### config.mk
export PLATFORM = sky130hd
export DESIGN_NAME = shifter_arbiter
export DESIGN_NICKNAME = d
export VERILOG_FILES = /design/src/rtl/shifter_arbiter.sv
export SDC_FILE = /design/constraint.sdc
export NUM_CORES = 1
export LEC_CHECK = 0
export BUFFER_PORTS_ARGS = -buffer_cell sky130_fd_sc_hd__buf_2
export CAP_MARGIN = 20
export CORE_MARGIN = 3
export CORE_UTILIZATION = 25
export CTS_CLUSTER_SIZE = 8
export DETAILED_ROUTE_END_ITERATION = 7
export GPL_ROUTABILITY_DRIVEN = 0
export GPL_TIMING_DRIVEN = 1
export PLACE_DENSITY = 0.53
export SLEW_MARGIN = 20
export SYNTH_ARGS = -nofsm -noshare
export SYNTH_HDL_FRONTEND = slang
export SYNTH_SLANG_ARGS = --single-unit
### constraint.sdc
create_clock -name clk -period 2.5 [get_ports clk]
set_clock_uncertainty 0.1 [all_clocks]
set_input_delay 0.625 -clock clk [delete_from_list [all_inputs] [get_ports clk]]
set_output_delay 0.625 -clock clk [all_outputs]
set_load 0.02 [all_outputs]
### src/rtl/shifter_arbiter.sv
// Round-robin shared shifter: NREQ valid/ready requesters compete for one registered
// operand stage feeding a combinational shifter, with a single tagged response channel.

module shifter #(
  parameter int unsigned WIDTH = 8
) (
  input  logic [WIDTH-1:0]         a,
  input  logic [$clog2(WIDTH)-1:0] b,
  input  logic                     rot,
  input  logic                     left,
  input  logic                     sign,
  output logic [WIDTH-1:0]         y
);

  logic [2*WIDTH-1:0] dbl;
  logic [2*WIDTH-1:0] dbl_l;
  logic [2*WIDTH-1:0] dbl_r;

  // Rotations come from shifting a doubled copy of the operand.
  always_comb begin
    dbl   = {a, a};
    dbl_l = dbl << b;
    dbl_r = dbl >> b;
    if (rot) begin
      y = left ? dbl_l[2*WIDTH-1:WIDTH] : dbl_r[WIDTH-1:0];
    end else if (left) begin
      y = a << b;
    end else if (sign) begin
      y = $unsigned($signed(a) >>> b);
    end else begin
      y = a >> b;
    end
  end

endmodule

module shifter_arbiter #(
  parameter int unsigned WIDTH = 8,
  parameter int unsigned NREQ  = 4
) (
  input  logic                             clk,
  input  logic                             reset,
  input  logic [NREQ-1:0]                  req_valid,
  output logic [NREQ-1:0]                  req_ready,
  input  logic [NREQ*WIDTH-1:0]            req_a,
  input  logic [NREQ*$clog2(WIDTH)-1:0]    req_b,
  input  logic [NREQ*3-1:0]                req_op,
  output logic                             resp_valid,
  input  logic                             resp_ready,
  output logic [WIDTH-1:0]                 resp_data,
  output logic [$clog2(NREQ)-1:0]          resp_id,
  output logic                             busy
);

  localparam int unsigned SHW = $clog2(WIDTH);
  localparam int unsigned IDW = $clog2(NREQ);

  typedef enum logic {StEmpty, StFull} state_e;

  state_e           state_q;
  logic [WIDTH-1:0] a_q;
  logic [SHW-1:0]   b_q;
  logic [2:0]       op_q;
  logic [IDW-1:0]   id_q;
  logic [IDW-1:0]   rr_ptr_q;

  logic             can_accept;
  logic             grant_found;
  logic [IDW-1:0]   grant_id;
  logic [IDW-1:0]   scan_id;
  logic             accept;
  int unsigned      scan_idx;
  int unsigned      gi;

  // Scan from rr_ptr upward, wrapping; first valid requester wins.
  always_comb begin
    can_accept  = (state_q == StEmpty) || resp_ready;
    grant_found = 1'b0;
    grant_id    = '0;
    scan_idx    = 0;
    scan_id     = '0;
    req_ready   = '0;
    for (int unsigned i = 0; i < NREQ; i++) begin
      scan_idx = (32'(rr_ptr_q) + i) % NREQ;
      scan_id  = IDW'(scan_idx);
      if (!grant_found && req_valid[scan_id]) begin
        grant_found = 1'b1;
        grant_id    = scan_id;
      end
    end
    accept = can_accept && grant_found && !reset;
    if (accept) begin
      req_ready[grant_id] = 1'b1;
    end
    gi = 32'(grant_id);
  end

  always_ff @(posedge clk) begin
    if (reset) begin
      state_q  <= StEmpty;
      a_q      <= '0;
      b_q      <= '0;
      op_q     <= '0;
      id_q     <= '0;
      rr_ptr_q <= '0;
    end else if (accept) begin
      state_q  <= StFull;
      a_q      <= req_a[gi*WIDTH +: WIDTH];
      b_q      <= req_b[gi*SHW +: SHW];
      op_q     <= req_op[gi*3 +: 3];
      id_q     <= grant_id;
      rr_ptr_q <= (gi == NREQ - 1) ? '0 : grant_id + 1'b1;
    end else if (state_q == StFull && resp_ready) begin
      state_q <= StEmpty;
    end
  end

  shifter #(
    .WIDTH(WIDTH)
  ) u_shifter (
    .a    (a_q),
    .b    (b_q),
    .rot  (op_q[2]),
    .left (op_q[1]),
    .sign (op_q[0]),
    .y    (resp_data)
  );

  assign resp_valid = (state_q == StFull);
  assign busy       = resp_valid;
  assign resp_id    = id_q;

endmodule

==> metrics <==
share of the yosys chip area belonging to registers=19.50%; number of distinct library cells after synthesis=47; standard-cell row count=31; Ys Warns=0; CTS root buffer=sky130_fd_sc_hd__clkbuf_8; NumNets Final=392; all-layer global routing usage=13.35%; total number of clock tree sinks=19; dominant cell type by count on the critical path=sky130_fd_sc_hd__mux4_2; routed via count=2130; summed instance area of the synthesized netlist=1951 um2; number of antenna violations at the first check in global routing=0; violated checks=setup timing; final-report max-slew violation count=0; Iteration-0 DRC Markers=97; Remaining Overflow, GRT=0; async set or reset register ratio after synthesis=0%; post-route core utilization=37.02%; Routed WL=5.913 mm; cell types with the largest area share after synthesis=sky130_fd_sc_hd__mux2i_1, sky130_fd_sc_hd__dfxtp_1, sky130_fd_sc_hd__o221ai_1; area of the core region=around 7400 um2; vertical die dimension=94.33 um; area share of the largest cell type after synthesis=~22%; number of enable flip-flop cells after synthesis=0; xor/xnor cell area share of the yosys netlist=0%; I/O pin cnt=79; share of final-layout standard cells stronger than drive strength 1=42.81%; largest family of logic cells by synthesized area=multiplexers; post-synthesis net count=about 300; CTS tree=done; synthesized netlist cell count=238; main flop type after synthesis=sky130_fd_sc_hd__dfxtp_1; Power Density=631.2 nW/um2; die footprint=around 8900 um2; Critical Path Slowest Stage Cell=sky130_fd_sc_hd__mux4_2; Final min period=2700 ps; first-pass detailed-route iteration total=4; TritonCTS Buffers=3; synthesized-area fraction occupied by ao, oa, aoi and oai cells=roughly 24%; buffers added on ports=slightly below 80; worst slew margin relative to its limit=between 60% and 70%; Layout fillers=approximately 770; clock-pin slew of the registers on the worst-case setup and hold paths=70 ps; hpwl dp=4.677 mm; number of max-cap violations=0; source-to-sink clock delay at the later pin of the worst-skew pair=250 ps; largest incremental delay on the critical path=530 ps; number of H-tree levels=1; area added between synthesis and finish=40.60%; arrival time at the worst endpoint=between 1500 and 2000 ps; adder and majority gate portion of the synthesized area=0.6414%; unrepaired setup endpoints after global routing=yes; commonest non-fill, non-tap cells in the layout=sky130_fd_sc_hd__buf_2, sky130_fd_sc_hd__mux2i_1, sky130_fd_sc_hd__buf_4; path type of the worst min-delay path=reg2reg; maximum fanout along the worst path=4; number of standard cells in the layout, taps in and fillers out=426; global-route wire length before repair=9.597 mm; multiplexer share of the synthesized area=31.11%; Static Leak=1.209 nW; #FFs+latches synth=19; Max Clock Freq=370.4 MHz; transition time at the pin with the least slew margin=573.4 ps; via count of the first global-routing pass=2103; Yosys top cell by area=sky130_fd_sc_hd__mux2i_1; endpoint kind of the worst setup timing path=output port; Clock Tree Buf Depth=2; Setup Viol. Count Final=7; Hold-fix buffers, CTS=0; register-to-register setup slack=650 ps; Antenna Violating Nets Remaining=0; per-cell via count in the routed design=~5; final worst slack=-200.1 ps; largest net degree at the start of global routing=19; final total power=0.001731 W; data required time of the critical path=1770 ps; Worst Setup Start Kind=register; DRC violations left=0; area share of and/or/nand/nor cells after synthesis=16.93%; effective utilization at floorplan=about a quarter; number of diodes=0; result of the run=finished, violations left; critical path class=reg2out; maximum vdd drop=223.9 uV; crit path cell chain=mux4_2, a21o_1, mux4_2, buf_6; average instance area after synthesis=8.196 um2; commonest non-fill, non-tap cell in the layout=sky130_fd_sc_hd__buf_2; worst-case hold slack=a little under 400 ps; count of placed standard cells including taps=418; share of the clock period used by the worst path=108.0%; Chip Width=roughly 94 um; Final Hold Fails=0; mean routed wirelength per cell=13.88 um
==> kinds of logic (layout without fill, tap and decap cells) <==
logic type	count (synthesis)	in the layout
AOI/OAI and AO/OA	65	65
adders and majority gates	1	1
buffers and inverters	30	119
DFF	19	19
muxes	51	51
and+or+nand+nor	72	72
==> per-layer routing <==
metal | GRT usage, % | part of all wire (%) | vias to the layer above
met3 | 1.434 | 4.2 | 14
met5 | 0 | 0 | -
met1 | 17.46 | 45 | 965
met2 | 22.28 | 48 | 75
met4 | 5.656 | 2.7 | 0
li1 | - | - | 1076
==> Yosys cell counts, drive strengths merged, types with 2 or more instances <==
cell	count
mux2i	43
nand2	26
nor2	26
dfxtp	19
a21oi	14
buf	14
o221ai	14
clkbuf	8
inv	7
mux4	7
nand2b	7
a31oi	5
o211ai	5
o21ai	5
a211oi	4
a21o	4
nor2b	3
nand3b	2
nor3	2
o22a	2
o31ai	2
==> worst max-delay path: cells and delay by family, from the launching register on <==
kind,cells,cell delay (ps)
mux,2,1010
compound gates,1,170
buf+inv,1,150
flops,1,380
==> power breakdown <==
| group | internal (W) | total [W] | switching (W) |
|---|---|---|---|
| clock network | 0.000111 | 0.000217 | 0.000106 |
| registers | 0.000359 | 0.000442 | 0.0000838 |
| logic | 0.000533 | 0.00107 | 0.000539 |
==> worst paths after layout <==
| check | to | cells past startpoint | start |
|---|---|---|---|
| setup / recovery | resp_data[6] | 4 | b_q[0] |
| hold reg to reg | busy | 2 | busy |
| hold / removal | busy | 2 | busy |
| setup reg to reg | a_q[4] | 7 | rr_ptr_q[1] |
==> repair_timing <==
| action | in CTS | in global routing |
|---|---|---|
| pin swaps | 2 | 4 |
| gates resized for setup | 11 | 18 |
| setup buffers | 1 | 2 |
| endpoints found under the setup margin | 8 | 11 |
| cloned | 1 | 0 |
==> metrics by stage <==
stage | TNS, ps | setup WS, ps | instance area [um2]
after detailed placement | -79.34 | -66.32 | 2562
after floorplan | -76.70 | -38.35 | 1953
after global placement | -6.423 | -6.423 | 2562
after global routing | -1648 | -264.9 | 2743
after CTS | -864.5 | -202.0 | 2680
final | -643.7 | -200.1 | 2743
==> layout make-up <==
| cell class | count | area, um2 | area share [%] |
|---|---|---|---|
| clock inverters | 1 | 5.005 | 0.1825 |
| repair buffers | 107 | 688.2 | 25.09 |
| clock buffers | 3 | 41.29 | 1.505 |
| multi-input cells | 189 | 1465 | 53.42 |
| flip-flops and latches | 19 | 389.1 | 14.19 |
| inverters | 8 | 30.03 | 1.095 |
| well taps | 99 | 123.9 | 4.516 |
==> sequential cells by signal, indices dropped and copies added, names as in the netlist <==
name and count:
a_q 8, rr_ptr_q 2, resp_id 2, op_q 3, b_q 3, busy 1
(Power assumes the default switching activity.)
